### src/rtl/counter_tx_top.sv
// counter_tx_top: cache-event performance monitor with 8N1 UART readout.
// Eight event strobes are counted over a fixed window, the counts are packed
// into a byte FIFO as one frame per window and streamed out LSB first.
// Optional build macro HEADER_EN: each frame is prefixed with sync byte 8'hA5
// (9-byte frames instead of 8).
module counter_tx_top #(
   parameter int WINDOW       = 100,
   parameter int CNT_W        = 8,
   parameter int FIFO_DEPTH   = 16,
   parameter int CLKS_PER_BIT = 217
) (
   input  logic clk,
   input  logic rstn,
   input  logic read_C_L1I,
   input  logic miss_L1I_C,
   input  logic read_C_L1D,
   input  logic write_C_L1D,
   input  logic miss_L1D_C,
   input  logic read_L1_L2,
   input  logic write_L1_L2,
   input  logic miss_L2_L1,
   output logic tx_data
);

`ifdef HEADER_EN
   localparam int HDR = 1;
`else
   localparam int HDR = 0;
`endif
   localparam int FRAME_LEN = 8 + HDR;
   localparam int AW        = $clog2(FIFO_DEPTH);
   localparam int WIN_W     = $clog2(WINDOW);
   localparam int IDX_W     = $clog2(FRAME_LEN);
   localparam int BAUD_W    = (CLKS_PER_BIT > 1) ? $clog2(CLKS_PER_BIT) : 1;

   localparam logic [CNT_W-1:0] CNT_MAX  = '1;
   localparam logic [AW:0]      MAX_FILL = (AW+1)'(FIFO_DEPTH - FRAME_LEN);

   typedef enum logic [0:0] {PK_IDLE, PK_WRITE} pack_state_t;
   typedef enum logic [1:0] {UX_IDLE, UX_START, UX_DATA, UX_STOP} uart_state_t;

   // Observation point for the two FSMs and the sticky drop flag; not consumed by logic.
   typedef struct packed {
      uart_state_t uart;
      pack_state_t pack;
      logic        overflow;
      logic [AW:0] fill;
   } probe_t;

   // ---------------------------------------------------------------------
   // Event counting and window snapshot
   // ---------------------------------------------------------------------
   logic [7:0]       ev;
   logic [CNT_W-1:0] cnt  [8];
   logic [CNT_W-1:0] snap [8];
   logic [WIN_W-1:0] win_cnt;
   logic             win_end;
   logic             snap_pend;

   assign ev = {miss_L2_L1, write_L1_L2, read_L1_L2, miss_L1D_C,
                write_C_L1D, read_C_L1D, miss_L1I_C, read_C_L1I};
   assign win_end = (win_cnt == WIN_W'(WINDOW - 1));

   function automatic logic [CNT_W-1:0] sat_inc(input logic [CNT_W-1:0] c, input logic e);
      return (e && (c != CNT_MAX)) ? c + 1'b1 : c;
   endfunction

   // Window cycle counter: 0..WINDOW-1, wraps on the snapshot edge.
   always_ff @(posedge clk or posedge rstn) begin
      if (rstn)         win_cnt <= '0;
      else if (win_end) win_cnt <= '0;
      else              win_cnt <= win_cnt + 1'b1;
   end

   // Saturating counters; the last cycle's events are folded into the snapshot
   // so nothing is lost across the window boundary.
   always_ff @(posedge clk or posedge rstn) begin
      if (rstn) begin
         for (int i = 0; i < 8; i++) begin
            cnt[i]  <= '0;
            snap[i] <= '0;
         end
         snap_pend <= 1'b0;
      end else begin
         snap_pend <= win_end;
         for (int i = 0; i < 8; i++) begin
            if (win_end) begin
               snap[i] <= sat_inc(cnt[i], ev[i]);
               cnt[i]  <= '0;
            end else begin
               cnt[i]  <= sat_inc(cnt[i], ev[i]);
            end
         end
      end
   end

   // ---------------------------------------------------------------------
   // FIFO handshake: the writer may assert wr_en only while !full (or while
   // a read is popping in the same cycle); the reader may assert rd_en only
   // while !empty, and rd_data is valid whenever !empty (first-word-fall-
   // through). A transfer happens on the clock edge where the strobe is high
   // and the corresponding condition holds.
   // ---------------------------------------------------------------------
   logic [7:0]    mem [FIFO_DEPTH];
   logic [AW-1:0] wr_ptr, rd_ptr;
   logic [AW:0]   fifo_count;
   logic          full, empty, wr_en, rd_en, do_wr, do_rd;
   logic [7:0]    wr_data, rd_data;

   assign full    = (fifo_count == (AW+1)'(FIFO_DEPTH));
   assign empty   = (fifo_count == '0);
   assign do_rd   = rd_en && !empty;
   assign do_wr   = wr_en && (!full || do_rd);
   assign rd_data = mem[rd_ptr];

   // Storage array, no reset needed: contents are only visible via count.
   always_ff @(posedge clk) begin
      if (do_wr) mem[wr_ptr] <= wr_data;
   end

   // Pointers and occupancy.
   always_ff @(posedge clk or posedge rstn) begin
      if (rstn) begin
         wr_ptr     <= '0;
         rd_ptr     <= '0;
         fifo_count <= '0;
      end else begin
         if (do_wr) wr_ptr <= wr_ptr + 1'b1;
         if (do_rd) rd_ptr <= rd_ptr + 1'b1;
         case ({do_wr, do_rd})
            2'b10:   fifo_count <= fifo_count + 1'b1;
            2'b01:   fifo_count <= fifo_count - 1'b1;
            default: fifo_count <= fifo_count;
         endcase
      end
   end

   // ---------------------------------------------------------------------
   // Frame packer: whole frame or nothing
   // ---------------------------------------------------------------------
   pack_state_t      pk_state, pk_next;
   logic [IDX_W-1:0] pk_idx, pk_idx_next;
   logic             overflow, overflow_next;
   logic             space_ok;

   assign space_ok = (fifo_count <= MAX_FILL);

   // Packer state register and sticky overflow flag.
   always_ff @(posedge clk or posedge rstn) begin
      if (rstn) begin
         pk_state <= PK_IDLE;
         pk_idx   <= '0;
         overflow <= 1'b0;
      end else begin
         pk_state <= pk_next;
         pk_idx   <= pk_idx_next;
         overflow <= overflow_next;
      end
   end

   // Packer next state: on a snapshot, either commit the full frame or drop it.
   always_comb begin
      pk_next       = pk_state;
      pk_idx_next   = pk_idx;
      overflow_next = overflow;
      wr_en         = 1'b0;
      case (pk_state)
         PK_IDLE: begin
            if (snap_pend) begin
               if (space_ok) begin
                  pk_next     = PK_WRITE;
                  pk_idx_next = '0;
               end else begin
                  overflow_next = 1'b1;
               end
            end
         end
         PK_WRITE: begin
            wr_en = 1'b1;
            if (pk_idx == IDX_W'(FRAME_LEN - 1)) pk_next = PK_IDLE;
            else                                 pk_idx_next = pk_idx + 1'b1;
         end
         default: pk_next = PK_IDLE;
      endcase
   end

   // Frame byte select: optional sync byte, then events 0..7.
   always_comb begin
      wr_data = 8'h00;
`ifdef HEADER_EN
      if (pk_idx == '0) wr_data = 8'hA5;
      else              wr_data = 8'(snap[3'(pk_idx - 1'b1)]);
`else
      wr_data = 8'(snap[pk_idx]);
`endif
   end

   // ---------------------------------------------------------------------
   // UART transmitter (8N1, LSB first)
   // ---------------------------------------------------------------------
   uart_state_t       ux_state, ux_next;
   logic [BAUD_W-1:0] baud_cnt, baud_next;
   logic [2:0]        bit_idx, bit_next;
   logic [7:0]        sh_reg, sh_next;
   logic              tx_next;
   logic              baud_tick;

   assign baud_tick = (baud_cnt == BAUD_W'(CLKS_PER_BIT - 1));

   // UART state register; tx_data is registered so the line never glitches.
   always_ff @(posedge clk or posedge rstn) begin
      if (rstn) begin
         ux_state <= UX_IDLE;
         baud_cnt <= '0;
         bit_idx  <= '0;
         sh_reg   <= '0;
         tx_data  <= 1'b1;
      end else begin
         ux_state <= ux_next;
         baud_cnt <= baud_next;
         bit_idx  <= bit_next;
         sh_reg   <= sh_next;
         tx_data  <= tx_next;
      end
   end

   // UART next state; pops a byte when leaving IDLE or at the end of STOP.
   always_comb begin
      ux_next   = ux_state;
      baud_next = baud_cnt;
      bit_next  = bit_idx;
      sh_next   = sh_reg;
      rd_en     = 1'b0;
      tx_next   = 1'b1;
      case (ux_state)
         UX_IDLE: begin
            if (!empty) begin
               rd_en     = 1'b1;
               sh_next   = rd_data;
               baud_next = '0;
               ux_next   = UX_START;
            end
         end
         UX_START: begin
            if (baud_tick) begin
               baud_next = '0;
               bit_next  = '0;
               ux_next   = UX_DATA;
            end else begin
               baud_next = baud_cnt + 1'b1;
            end
         end
         UX_DATA: begin
            if (baud_tick) begin
               baud_next = '0;
               if (bit_idx == 3'd7) begin
                  ux_next = UX_STOP;
               end else begin
                  bit_next = bit_idx + 1'b1;
                  sh_next  = {1'b0, sh_reg[7:1]};
               end
            end else begin
               baud_next = baud_cnt + 1'b1;
            end
         end
         UX_STOP: begin
            if (baud_tick) begin
               baud_next = '0;
               if (!empty) begin
                  rd_en   = 1'b1;
                  sh_next = rd_data;
                  ux_next = UX_START;
               end else begin
                  ux_next = UX_IDLE;
               end
            end else begin
               baud_next = baud_cnt + 1'b1;
            end
         end
         default: ux_next = UX_IDLE;
      endcase
      case (ux_next)
         UX_START: tx_next = 1'b0;
         UX_DATA:  tx_next = sh_next[0];
         default:  tx_next = 1'b1;
      endcase
   end

   probe_t probe_unused;
   assign probe_unused = '{uart: ux_state, pack: pk_state, overflow: overflow, fill: fifo_count};

endmodule

### config.mk
export PLATFORM = sky130hd
export DESIGN_NAME = counter_tx_top
export DESIGN_NICKNAME = d
export VERILOG_FILES = /design/src/rtl/counter_tx_top.sv
export SDC_FILE = /design/constraint.sdc
export NUM_CORES = 1
export LEC_CHECK = 0
export BUFFER_PORTS_ARGS = -buffer_cell sky130_fd_sc_hd__buf_2
export CAP_MARGIN = 30
export CORE_MARGIN = 3
export CORE_UTILIZATION = 38
export DETAILED_ROUTE_END_ITERATION = 6
export SYNTH_ARGS = -nofsm -noshare
export SYNTH_HDL_FRONTEND = slang
export SYNTH_SLANG_ARGS = --single-unit
### constraint.sdc
create_clock -name clk -period 16.3 [get_ports clk]
set_clock_uncertainty 0.05 [all_clocks]
set_input_delay 3.26 -clock clk [delete_from_list [all_inputs] [get_ports clk]]
set_output_delay 3.26 -clock clk [all_outputs]
set_load 0.005 [all_outputs]
Word-level counts from Yosys, hierarchy flattened
Memories as Yosys holds them, arrays and structs flattened.
Cells that the tools add are included.
Word-level totals
  register bits after elaboration: 175
  bits in writable memories: 128
  input bits: 10
  output and inout port bits: 1
  memories: 1
Cells by class
  add/sub/neg operators: 16
  order comparisons: 2
  equality and inequality tests: 28
  mux-type cells: 55
  bitwise logic cells: 2
  reduce and logical (&&, ||, !) cells: 22
Memory list
  mem: words 16, width 8, read ports 1, clocked after Yosys merged registers in 0, write ports 1, RTL line 104  | logic [7:0] mem [FIFO_DEPTH];
Operators by type and width (number)
  8-bit 2-to-1 mux: 24
  8-bit by 1-bit adder with 8-bit output, second input constant: 9
  8-bit inequality test, second input constant: 8
  8-bit binary-select mux with 3-bit select: 1
  8-bit one-hot mux with 3 select lines: 1
  3-bit 2-to-1 mux: 6
  2-bit inequality test, second input constant: 8
  8-bit one-hot mux with 2 select lines: 1
  3-bit one-hot mux with 2 select lines: 2
  1-bit logical AND: 10
  2-bit 2-to-1 mux: 5
  5-bit one-hot mux with 2 select lines: 1
  1-bit 2-to-1 mux: 9
  4-bit by 1-bit adder with 4-bit output, second input constant: 2
  2-bit equality test, second input constant: 4
  8-bit equality test, second input constant: 1
  2-bit one-hot mux with 4 select lines: 1
  4-bit AND reduction: 2
  7-bit by 1-bit adder with 7-bit output, second input constant: 1
  7-bit equality test, second input constant: 1
  7-bit 2-to-1 mux: 1
  3-bit by 1-bit adder with 3-bit output, second input constant: 2
  2-bit by 1-bit equality test with 1-bit output, second input constant: 3
  3-bit equality test, second input constant: 2
  other kinds (16): 20

Depth between registers and ports, before layout
Gate-level depths: netlist of the first run.
  depth in word-level cells: 9
  depth in mapped cells: 17
  gate-level depth less buffers: 15

Worst setup path before layout of the first run
OpenSTA, ideal clock, no wires.
  path type: input-to-reg
  start: in write_C_L1D
  end: reg snap[39] in the netlist's numbering
  data arrival time: 3926 ps
  data required time: 16117 ps
  slack: 12191 ps
  stages: 4
  path through: o31ai_1 > nor4_1 > xnor2_1 > o21ai_0
Between the ends
  cells in the longest elaborated chain, start to end: 2
Ends and longest elaborated chain
  from (decl): RTL line 17  | input logic write_C_L1D,
  1-bit logical AND: RTL line 65  | return (e && (c != CNT_MAX)) ? c + 1'b1 : c;
  8-bit 2-to-1 mux
  to (signal, indexed assignment): RTL line 88  | snap[i] <= sat_inc(cnt[i], ev[i]);
  to (decl): RTL line 55  | logic [CNT_W-1:0] snap [8];
Every way passes these cells.
A chain may end at the register's enable or synchronous reset.

Worst setup path after layout of the first run
  start: reg tx_data
  end: out tx_data
RTL lines
  from (decl): RTL line 22  | output logic tx_data
  from (signal assigned): RTL line 223  | tx_data <= tx_next;
No word-level cell between the ends.

==> results.tsv, run 1 <==
stage	metric	value	unit
detailed_routing	total number of vias	7848	
sta	Setup WS post-layout	11890	ps
critical_path	crit path launch type	register	
synthesis	fraction of registers with async set/reset	0.578	
layout	Top Registers	mem x128, cnt x64, snap x64	
detailed_routing	Post-DRT Antenna Nets	0	
power_and_ir_drop	total internal power	1.36	mW
sta	pins over their slew limit	0	
detailed_routing	vias per cell	5.21	
synthesis	Mapped Area	0.0135	sq mm
floorplan	Initial Utilization	0.388	
grt	Total GRT Usage	0.140	
critical_path	reg2reg path depth	14	
layout	fin nets	1068	
sta	achievable frequency	0.227	GHz
critical_path	WP data required	12990	ps
layout	max reg flops	128	
critical_path	Worst path max stage delay	510	ps
cts	maximum clock path buffer count	3	
layout	final instance area	0.0151	sq mm
floorplan	total die area	0.0378	sq mm
place	RePlAce Congestion	0.786	
synthesis	Syn Nets	1059	
cts	CTS tree	built	
power_and_ir_drop	Psw	480	uW
hold_path	Hold EP	win_cnt[0]$_DFF_PP0_	
cts	CTS H-tree lvls	2	
critical_path	ordered cell list for the critical path	buf_2	
critical_path	worst r2r src	baud_cnt[0]$_DFFE_PP0P_	
cts	Post-CTS Hold Buffers	0	
layout	Largest Register	mem	
layout	commonest non-fill, non-tap cell in the layout	dfrtp_1	
power_and_ir_drop	pwr dens	122	mW/mm^2
synthesis	Cells after Synth	1018	
layout	commonest non-fill, non-tap cells in the layout	dfrtp_1, edfxtp_1, nand2_1	
cts	Sink Count	303	
detailed_routing	average wire per standard cell	17.4	microns
critical_path	Max Fanout on Critical Path	1	
sta	Final Hold Fails	0	
sta	RSZ-0062 raised after global routing	no	
hold_path	Hold WC Path Type	register to register	
synthesis	distinct cell type count after synthesis	58	
critical_path	CP arrival	1100	ps
detailed_routing	Routed WL	26200	microns
floorplan	core area	0.0348	sq mm
grt	antenna violations before repair	0	
cts	cts repair resizes	0	
critical_path	Top delay family on crit path	flip-flops	
sta	slew margin rel.	0.393	
synthesis	FF+latch count, synth	303	
flow_run	max_cap viols	0	
critical_path	Worst Path Buf+Inv	1	
critical_path	flop2flop setup slack	12720	ps
place	Cell Area, Placed	0.0140	sq mm
sta	Setup Viol. Count Final	0	
detailed_routing	1st-iter DRT viols	484	
sta	minimum clock period	4410	ps
critical_path	CP Capture Type	output port	
place	Setup WS pre-CTS	11360	ps
cts	TritonCTS Buffers	34	
detailed_routing	Initial DRT Pass Iterations	5	
grt	largest net degree at the start of global routing	111	
synthesis	Primary FF master, synth	dfrtp_1	
power_and_ir_drop	VDD IR-drop max	0.0000661	V
cts	clock latency at the later pin of the worst-skew pair	510	ps
power_and_ir_drop	sequential share of power	0.505	
power_and_ir_drop	Sw Ratio	0.261	
place	IO Port Bufs	10	
synthesis	sequential share of the synthesized area	0.609	
cts	Reg clk slew, reported paths	50	ps
cts	Setup Buffers After CTS	0	
hold_path	hold path depth	1	
sta	final setup TNS	0	ps
place	hpwl dp	17100	microns
floorplan	Row Count	68	
synthesis	synth warn	0	
layout	share of cells above drive strength 1	0.115	
sta	slew of the pin with the lowest slew margin	910	ps
layout	Layout Area Growth over Synthesis	11.6	%
power_and_ir_drop	Comb power frac	0.101	
run_status	status	complete, no violations	
hold_path	min-delay src	win_cnt[0]$_DFF_PP0_	
critical_path	slowest CP cell	dfstp_2	
critical_path	worst r2r dst	fifo_count[4]$_DFFE_PP0P_	
grt	first-pass GRT wire length	43400	microns
power_and_ir_drop	part of the power in the clock network	0.394	
floorplan	die width	194	microns
detailed_routing	residual DRC count	0	
critical_path	WS Path Type	register to output port	
synthesis	EDFF count, synth	128	
layout	ANT cells	0	
grt	global route overflow	0	
synthesis	syn avg cell area	13.3	sq um
cts	root buffer cell	clkbuf_16	
power_and_ir_drop	Static Leak	6.37	nW
sta	Tcrit/Tclk final	0.271	
grt	number of global-route vias before repair	7932	
floorplan	IO Pins	11	
floorplan	Die Ht	194	microns
[power by group through the flow]
stage | combinational, mW | sequential (mW) | clock [mW]
5_1_grt | 0.219 | 0.938 | 0.770
4_1_cts | 0.191 | 0.926 | 0.743
3_5_place_dp | 0.190 | 0.939 | 0
3_3_place_gp | 0.184 | 0.938 | 0
6_report | 0.186 | 0.927 | 0.723
2_1_floorplan | 0.146 | 0.924 | 0
[layout make-up]
class | instances | area (sq um)
fill | 3109 | 19700
sequential | 303 | 8230
multi-input combinational | 649 | 4980
clock buffer | 42 | 891
tap | 455 | 569
clock inverter | 17 | 156
timing repair buffer | 17 | 155
inverter | 22 | 87.6
[Yosys cell counts, types with 2 or more instances]
cell type	n	area (sq um)
edfxtp_1	128	3840
a211o_1	6	52.6
inv_1	21	78.8
nand3_1	27	135
mux4_1	18	473
buf_6	2	22.5
o211ai_1	3	22.5
xor2_1	29	254
o21a_1	5	37.5
nand2_1	100	375
o31ai_1	5	37.5
o31a_1	2	17.5
a211oi_1	2	15.0
a21o_1	3	22.5
a21oi_1	8	40.0
buf_8	2	30.0
clkbuf_1	28	105
nand4_1	20	125
nand2b_1	4	25.0
buf_2	9	45.0
nor3b_1	6	45.0
a31oi_1	4	25.0
nand3b_1	5	37.5
and4_1	3	26.3
nor2_1	93	349
mux2i_1	16	160
or3_1	3	18.8
ha_1	30	375
nor3_1	10	50.1
xnor2_1	34	298
mux2_2	12	135
and2_1	2	12.5
buf_1	3	11.3
and3b_1	5	43.8
a22o_1	7	61.3
nor4_1	2	12.5
nor2b_1	12	75.1
o21ai_0	95	475
dfrtp_1	174	4350
mux4_2	36	811
and3_1	27	169
[per-layer routing]
| metal | share of wire | global-route usage | up-vias |
|---|---|---|---|
| li1 | - | - | 3769 |
| met1 | 0.47 | 0.197 | 3947 |
| met2 | 0.48 | 0.232 | 96 |
| met3 | 0.031 | 0.0205 | 36 |
| met4 | 0.019 | 0.0324 | 0 |
| met5 | 0 | 0 | - |
[how the worst max path moves through the flow]
stage | from | endpoint | depth (start not counted)
2_1_floorplan | rstn | baud_cnt[0]$_DFFE_PP0P_ | 1
4_1_cts | tx_data$_DFF_PP1_ | tx_data | 1
6_report | tx_data$_DFF_PP1_ | tx_data | 1
5_1_grt | rstn | snap[39]$_DFFE_PP0P_ | 4
3_3_place_gp | rstn | snap[10]$_DFFE_PP0P_ | 3
3_5_place_dp | rstn | cnt[55]$_DFF_PP0_ | 4
[logic make-up after synthesis]
logic type | after synthesis | synth area share
simple gates | 326 | 0.117
fa+ha+maj | 31 | 0.0293
xor+xnor | 63 | 0.0409
mux | 82 | 0.117
compound gates | 147 | 0.0649
flops | 303 | 0.609
buf+inv | 66 | 0.0220
[through the flow]
step | power [mW] | utilization | instances | hold slack [ps]
floorplan | 1.07 | - | 1018 | 383
global placement | 1.12 | 0.401 | 1443 | 396
detailed placement | 1.13 | 0.403 | 1446 | 406
CTS | 1.86 | 0.433 | 1505 | 414
global route | 1.93 | 0.433 | 1505 | 450
finish | 1.84 | 0.433 | 1505 | 414
Note: power is estimated with default switching activity, not from simulation.
==> run 2, diff against run 1 <==
- clock period: 16.3 -> 3.6 ns (I/O delays scaled with it)
==> run 2 against run 1 <==
  * Clock-buffer cell count increased by 4
  * Clock power rose to 4.1 times the previous value
  * Setup slack worse by 12000 ps
  * Largest power group unchanged
  * Largest cell class unchanged
  * Power grew to 4.4 times the previous value
==> results.tsv, run 2 (same netlist as run 1, synthesis figures left out) <==
stage	metric	value	unit	change
run_status	status	complete, no violations		
place	Setup WS pre-CTS	279	ps	-11080 ps
layout	max reg flops	128		unchanged
floorplan	total die area	0.0378	sq mm	unchanged
grt	largest net degree at the start of global routing	86		-23%
sta	Final Hold Fails	0		unchanged
hold_path	Hold WC Path Type	primary input to asynchronous set/reset pin		
floorplan	core area	0.0348	sq mm	unchanged
sta	achievable frequency	0.309	GHz	
critical_path	Max Fanout on Critical Path	7		+6
floorplan	IO Pins	11		unchanged
sta	pins over their slew limit	0		unchanged
cts	Reg clk slew, reported paths	60	ps	about the same
power_and_ir_drop	final total power	8.05	mW	+340%
layout	ANT cells	0		unchanged
cts	maximum clock path buffer count	3		unchanged
grt	first-pass GRT wire length	44000	microns	+1.4%
grt	global route overflow	0		unchanged
layout	fillcell total	3139		+0.96%
sta	slew margin rel.	0.398		+0.00479
layout	Largest Register	mem		
sta	hold_ws	140	ps	-273 ps
sta	Setup WS post-layout	360	ps	-11530 ps
place	IO Port Bufs	10		unchanged
sta	slew of the pin with the lowest slew margin	903	ps	-7.19 ps
sta	minimum clock period	3240	ps	
grt	number of global-route vias before repair	8088		+2.0%
layout	fin nets	1071		+0.28%
grt	Total GRT Usage	0.142		+0.00216
cts	clock latency at the later pin of the worst-skew pair	550	ps	+40 ps
layout	fin util	0.432		-0.000647
critical_path	WS Path Type	register to register		
layout	Post-Layout Cell Count	1507		+0.13%
place	Inst Count DP	1452		+0.41%
detailed_routing	1st-iter DRT viols	542		+12%
floorplan	Die Ht	194	microns	unchanged
critical_path	CP Capture Type	register		
place	RePlAce Congestion	0.754		-4.1%
detailed_routing	total number of vias	7789		-0.75%
power_and_ir_drop	Static Leak	6.37	nW	about the same
cts	Sink Count	303		unchanged
place	Cell Area, Placed	0.0141	sq mm	+0.49%
detailed_routing	residual DRC count	0		unchanged
grt	antenna violations before repair	0		unchanged
sta	final setup TNS	0	ps	unchanged
layout	share of cells above drive strength 1	0.121		+0.00548
cts	TritonCTS Buffers	31		-8.8%
layout	Layout Area Growth over Synthesis	11.4	%	
floorplan	Row Count	68		unchanged
critical_path	crit path launch type	register		
detailed_routing	Initial DRT Pass Iterations	5		unchanged
cts	root buffer cell	clkbuf_16		
sta	Setup Viol. Count Final	0		unchanged
floorplan	Initial Utilization	0.388		unchanged
sta	RSZ-0062 raised after global routing	no		
sta	Tcrit/Tclk final	0.900		
critical_path	CP startpoint	fifo_count[0]$_DFFE_PP0P_		
floorplan	die width	194	microns	unchanged
cts	Setup Buffers After CTS	0		unchanged
critical_path	WP data required	4020	ps	-8970 ps
detailed_routing	vias per cell	5.17		-0.88%
power_and_ir_drop	pwr dens	535	mW/mm^2	+340%
power_and_ir_drop	VDD IR-drop max	0.000374	V	+470%
detailed_routing	average wire per standard cell	17.4	microns	-0.19%
cts	CTS H-tree lvls	1		-1
layout	final instance area	0.0150	sq mm	-0.15%
detailed_routing	Post-DRT Antenna Nets	0		unchanged
critical_path	worst r2r src	fifo_count[0]$_DFFE_PP0P_		
detailed_routing	Routed WL	26200	microns	about the same
flow_run	max_cap viols	0		unchanged
layout	commonest non-fill, non-tap cells in the layout	dfrtp_1, edfxtp_1, nand2_1		
critical_path	CP arrival	3660	ps	+2560 ps
cts	CTS tree	built		
layout	commonest non-fill, non-tap cell in the layout	dfrtp_1		
layout	Top Registers	mem x128, cnt x64, snap x64		
place	hpwl dp	17600	microns	+3.0%
## run 2: cell count changes in the layout (fill, tap and decap cells not counted), sizes merged
cell | before | now
buf | 17 | 23
bufinv | 2 | 1
inv | 24 | 21
clkinvlp | 1 | 2
clkinv | 12 | 7
clkbuf | 42 | 46
## run 2: path summary, 6_finish.rpt
path,cells past startpoint,end,slack [ps]
min,2,baud_cnt[3]$_DFFE_PP0P_,140
max,13,fifo_count[4]$_DFFE_PP0P_,360
max in group asynchronous,3,cnt[13]$_DFF_PP0_,2600
min reg2reg,1,win_cnt[0]$_DFF_PP0_,400
max reg2reg,13,fifo_count[4]$_DFFE_PP0P_,360
min in group clk,1,win_cnt[0]$_DFF_PP0_,400
## run 2: report_power, final
part           internal [mW]  total (mW)  switching (mW)
combinational          0.346       0.854           0.508
sequential              3.88        4.20           0.313
clock                   1.73        3.00            1.27
## run 2: what timing repair did
item	4_1_cts	5_1_grt
setup endpoints to repair	0	1
resized for setup	0	2
hold buffers	0	0
## run 2: final cells by class
type	instances	area, sq um	share of cell area
clock buffers	46	872	0.0580
clock inverters	9	72.6	0.00482
inverters	22	86.3	0.00574
multi-input cells	649	4990	0.332
flip-flops and latches	303	8230	0.547
well taps	455	569	0.0379
repair buffers	23	225	0.0150
## run 2: critical path: stages, from the launching register on
cell and delay, ps:
dfrtp_1 430, or4_1 690, inv_1 100, o211ai_1 160, and2_1 220, inv_1 50, ha_1 220, inv_1 100
fa_1 410, nor2b_1 120, o21ai_0 90, and3_1 190, nor3_1 170, xor2_1 160
## run 2: per-layer routing
layer	up-vias	share of wire	wire length [microns]	GRT usage
li1	3770	-	-	-
met1	3884	0.47	12200	0.199
met2	97	0.48	12600	0.238
met3	38	0.036	931	0.0224
met4	0	0.016	416	0.0274
met5	-	0	0	0
==> run 3, diff against run 2 <==
- PLACE_DENSITY: default -> 0.58
==> run 3 against run 2 <==
  * Critical path type unchanged
  * Worst hold slack better by 75 ps
  * Sequential power hardly changed
  * Non-clock buffer count is 1 lower
  * Combinational power hardly changed
  * Via count is 0.68% higher
  * Utilization is 0.42 points higher
  * Cell count is 0.33% higher
  * Clock-buffer cell count is 1 lower
  * Routed wire length is 0.44% higher
  * Global-route usage is 0.12 points higher
==> results.tsv, run 3 (same netlist as run 1, synthesis figures left out) <==
stage	metric	value	unit	change
run_status	status	complete, no violations		
critical_path	CP arrival	3640	ps	-20 ps
cts	Setup Buffers After CTS	0		unchanged
layout	commonest non-fill, non-tap cell in the layout	dfrtp_1		
cts	maximum clock path buffer count	3		unchanged
critical_path	Worst path max stage delay	690	ps	about the same
sta	Setup Viol. Count Final	0		unchanged
cts	Reg clk slew, reported paths	60	ps	about the same
floorplan	Initial Utilization	0.388		unchanged
grt	first-pass GRT wire length	44200	microns	+0.53%
critical_path	flop2flop setup slack	320	ps	-40 ps
floorplan	IO Pins	11		unchanged
critical_path	WS Path Type	register to register		
cts	CTS tree	built		
cts	root buffer cell	clkbuf_16		
floorplan	Row Count	68		unchanged
critical_path	CP Capture Type	register		
critical_path	Worst Path Buf+Inv	3		unchanged
critical_path	slowest CP cell	or4_1		
critical_path	Top delay family on crit path	simple AND/OR/NAND/NOR gates		
cts	TritonCTS Buffers	34		+9.7%
cts	Sink Count	303		unchanged
layout	fin nets	1073		+0.19%
grt	number of global-route vias before repair	8105		+0.21%
place	Inst Count DP	1451		-0.069%
critical_path	ordered cell list for the critical path	or4_1 -> inv_1 -> o211ai_1 -> and2_1 -> inv_1 -> ha_1 -> inv_1 -> fa_1 -> nor2b_1 -> o21ai_0 -> and3_1 -> nor3_1 -> xor2_1		
grt	Total GRT Usage	0.143		+0.00117
critical_path	worst r2r dst	fifo_count[4]$_DFFE_PP0P_		
floorplan	total die area	0.0378	sq mm	unchanged
grt	antenna violations before repair	0		unchanged
cts	CTS H-tree lvls	2		+1
detailed_routing	Post-DRT Antenna Nets	0		unchanged
critical_path	worst r2r src	fifo_count[0]$_DFFE_PP0P_		
cts	Post-CTS Hold Buffers	0		unchanged
cts	clock latency at the later pin of the worst-skew pair	500	ps	-50 ps
power_and_ir_drop	VDD IR-drop max	0.000309	V	-17%
detailed_routing	average wire per standard cell	17.4	microns	+0.11%
hold_path	Hold WC Path Type	primary input to asynchronous set/reset pin		
sta	achievable frequency	0.305	GHz	-1.2%
power_and_ir_drop	pwr dens	557	mW/mm^2	+4.1%
sta	hold_ws	215	ps	+75.2 ps
sta	final setup TNS	0	ps	unchanged
detailed_routing	residual DRC count	0		unchanged
detailed_routing	Routed WL	26300	microns	+0.44%
place	RePlAce Congestion	0.787		+4.5%
layout	share of cells above drive strength 1	0.123		+0.00227
detailed_routing	total number of vias	7842		+0.68%
sta	pins over their slew limit	0		unchanged
layout	Top Registers	mem x128, cnt x64, snap x64		
layout	Largest Register	mem		
flow_run	max_cap viols	0		unchanged
floorplan	Die Ht	194	microns	unchanged
place	Cell Area, Placed	0.0141	sq mm	about the same
place	IO Port Bufs	10		unchanged
critical_path	Max Fanout on Critical Path	7		unchanged
place	hpwl dp	17500	microns	-0.80%
sta	Tcrit/Tclk final	0.911		+0.0108
layout	Layout Area Growth over Synthesis	12.5	%	
layout	ANT cells	0		unchanged
floorplan	die width	194	microns	unchanged
critical_path	reg2reg path depth	13		unchanged
sta	minimum clock period	3280	ps	+38.8 ps
layout	Post-Layout Cell Count	1512		+0.33%
sta	RSZ-0062 raised after global routing	no		
critical_path	Critical Path Most Common Cell	inv_1		
sta	slew of the pin with the lowest slew margin	783	ps	-119 ps
sta	Final Hold Fails	0		unchanged
layout	max reg flops	128		unchanged
detailed_routing	Initial DRT Pass Iterations	5		unchanged
detailed_routing	vias per cell	5.19		+0.35%
layout	commonest non-fill, non-tap cells in the layout	dfrtp_1, edfxtp_1, nand2_1		
grt	largest net degree at the start of global routing	99		+15%
layout	final instance area	0.0152	sq mm	+0.96%
critical_path	WP data required	3970	ps	-50 ps
floorplan	core area	0.0348	sq mm	unchanged
sta	slew margin rel.	0.478		+0.0797
power_and_ir_drop	Static Leak	6.43	nW	+0.94%
cts	cts repair resizes	0		unchanged
critical_path	crit path launch type	register		
detailed_routing	1st-iter DRT viols	425		-22%
grt	global route overflow	0		unchanged
## run 3: changes by cell type in the layout (fill, tap and decap cells not counted), sizes merged
cell | previous run | this run
buf | 23 | 22
bufinv | 1 | 3
clkbuf | 46 | 45
clkinv | 7 | 9
clkinvlp | 2 | 4
inv | 21 | 22
## run 3: worst register-to-register path: stages, from the launching register on
cell      delay [ps]
dfrtp_1          430
or4_1            690
inv_1            100
o211ai_1         170
and2_1           240
inv_1             50
ha_1             220
inv_1            100
fa_1             410
nor2b_1          120
o21ai_0          100
and3_1           190
nor3_1           170
xor2_1           150
## run 3: final cells by class
cell class                 count  area [sq um]
fill                        3182         19600
multi-input combinational    649          4980
clock inverter                16           163
clock buffer                  45           933
tap                          455           569
timing repair buffer          22           230
sequential                   303          8230
inverter                      22          86.3
## run 3: metrics by stage
stage | total power, mW | util | worst slack [ps]
final | 8.46 | 0.436 | 321
after global routing | 8.91 | 0.436 | 57.7
after CTS | 8.58 | 0.436 | 293
after detailed placement | 5.13 | 0.405 | 305
after global placement | 5.10 | 0.403 | 399
after floorplan | 4.85 | - | 353
## run 3: worst max path at each step
stage | from | endpoint | slack [ps] | cells past startpoint
after global placement | baud_cnt[0]$_DFFE_PP0P_ | fifo_count[4]$_DFFE_PP0P_ | 400 | 13
final | fifo_count[0]$_DFFE_PP0P_ | fifo_count[4]$_DFFE_PP0P_ | 320 | 13
after global routing | fifo_count[0]$_DFFE_PP0P_ | fifo_count[4]$_DFFE_PP0P_ | 60 | 13
after CTS | baud_cnt[0]$_DFFE_PP0P_ | fifo_count[4]$_DFFE_PP0P_ | 290 | 13
after floorplan | fifo_count[0]$_DFFE_PP0P_ | fifo_count[4]$_DFFE_PP0P_ | 350 | 16
after detailed placement | baud_cnt[0]$_DFFE_PP0P_ | fifo_count[4]$_DFFE_PP0P_ | 300 | 13
## run 3: report_power, final
part           switching [mW]  internal, mW
Combinational           0.511         0.346
Clock                    1.36          2.05
Sequential              0.312          3.88
## run 3: metal layers
layer	GRT usage	up-vias	wire (microns)
met5	0	-	0
met4	0.0322	0	494
met3	0.0239	44	817
met2	0.230	98	12400
met1	0.206	3932	12600
li1	-	3768	-
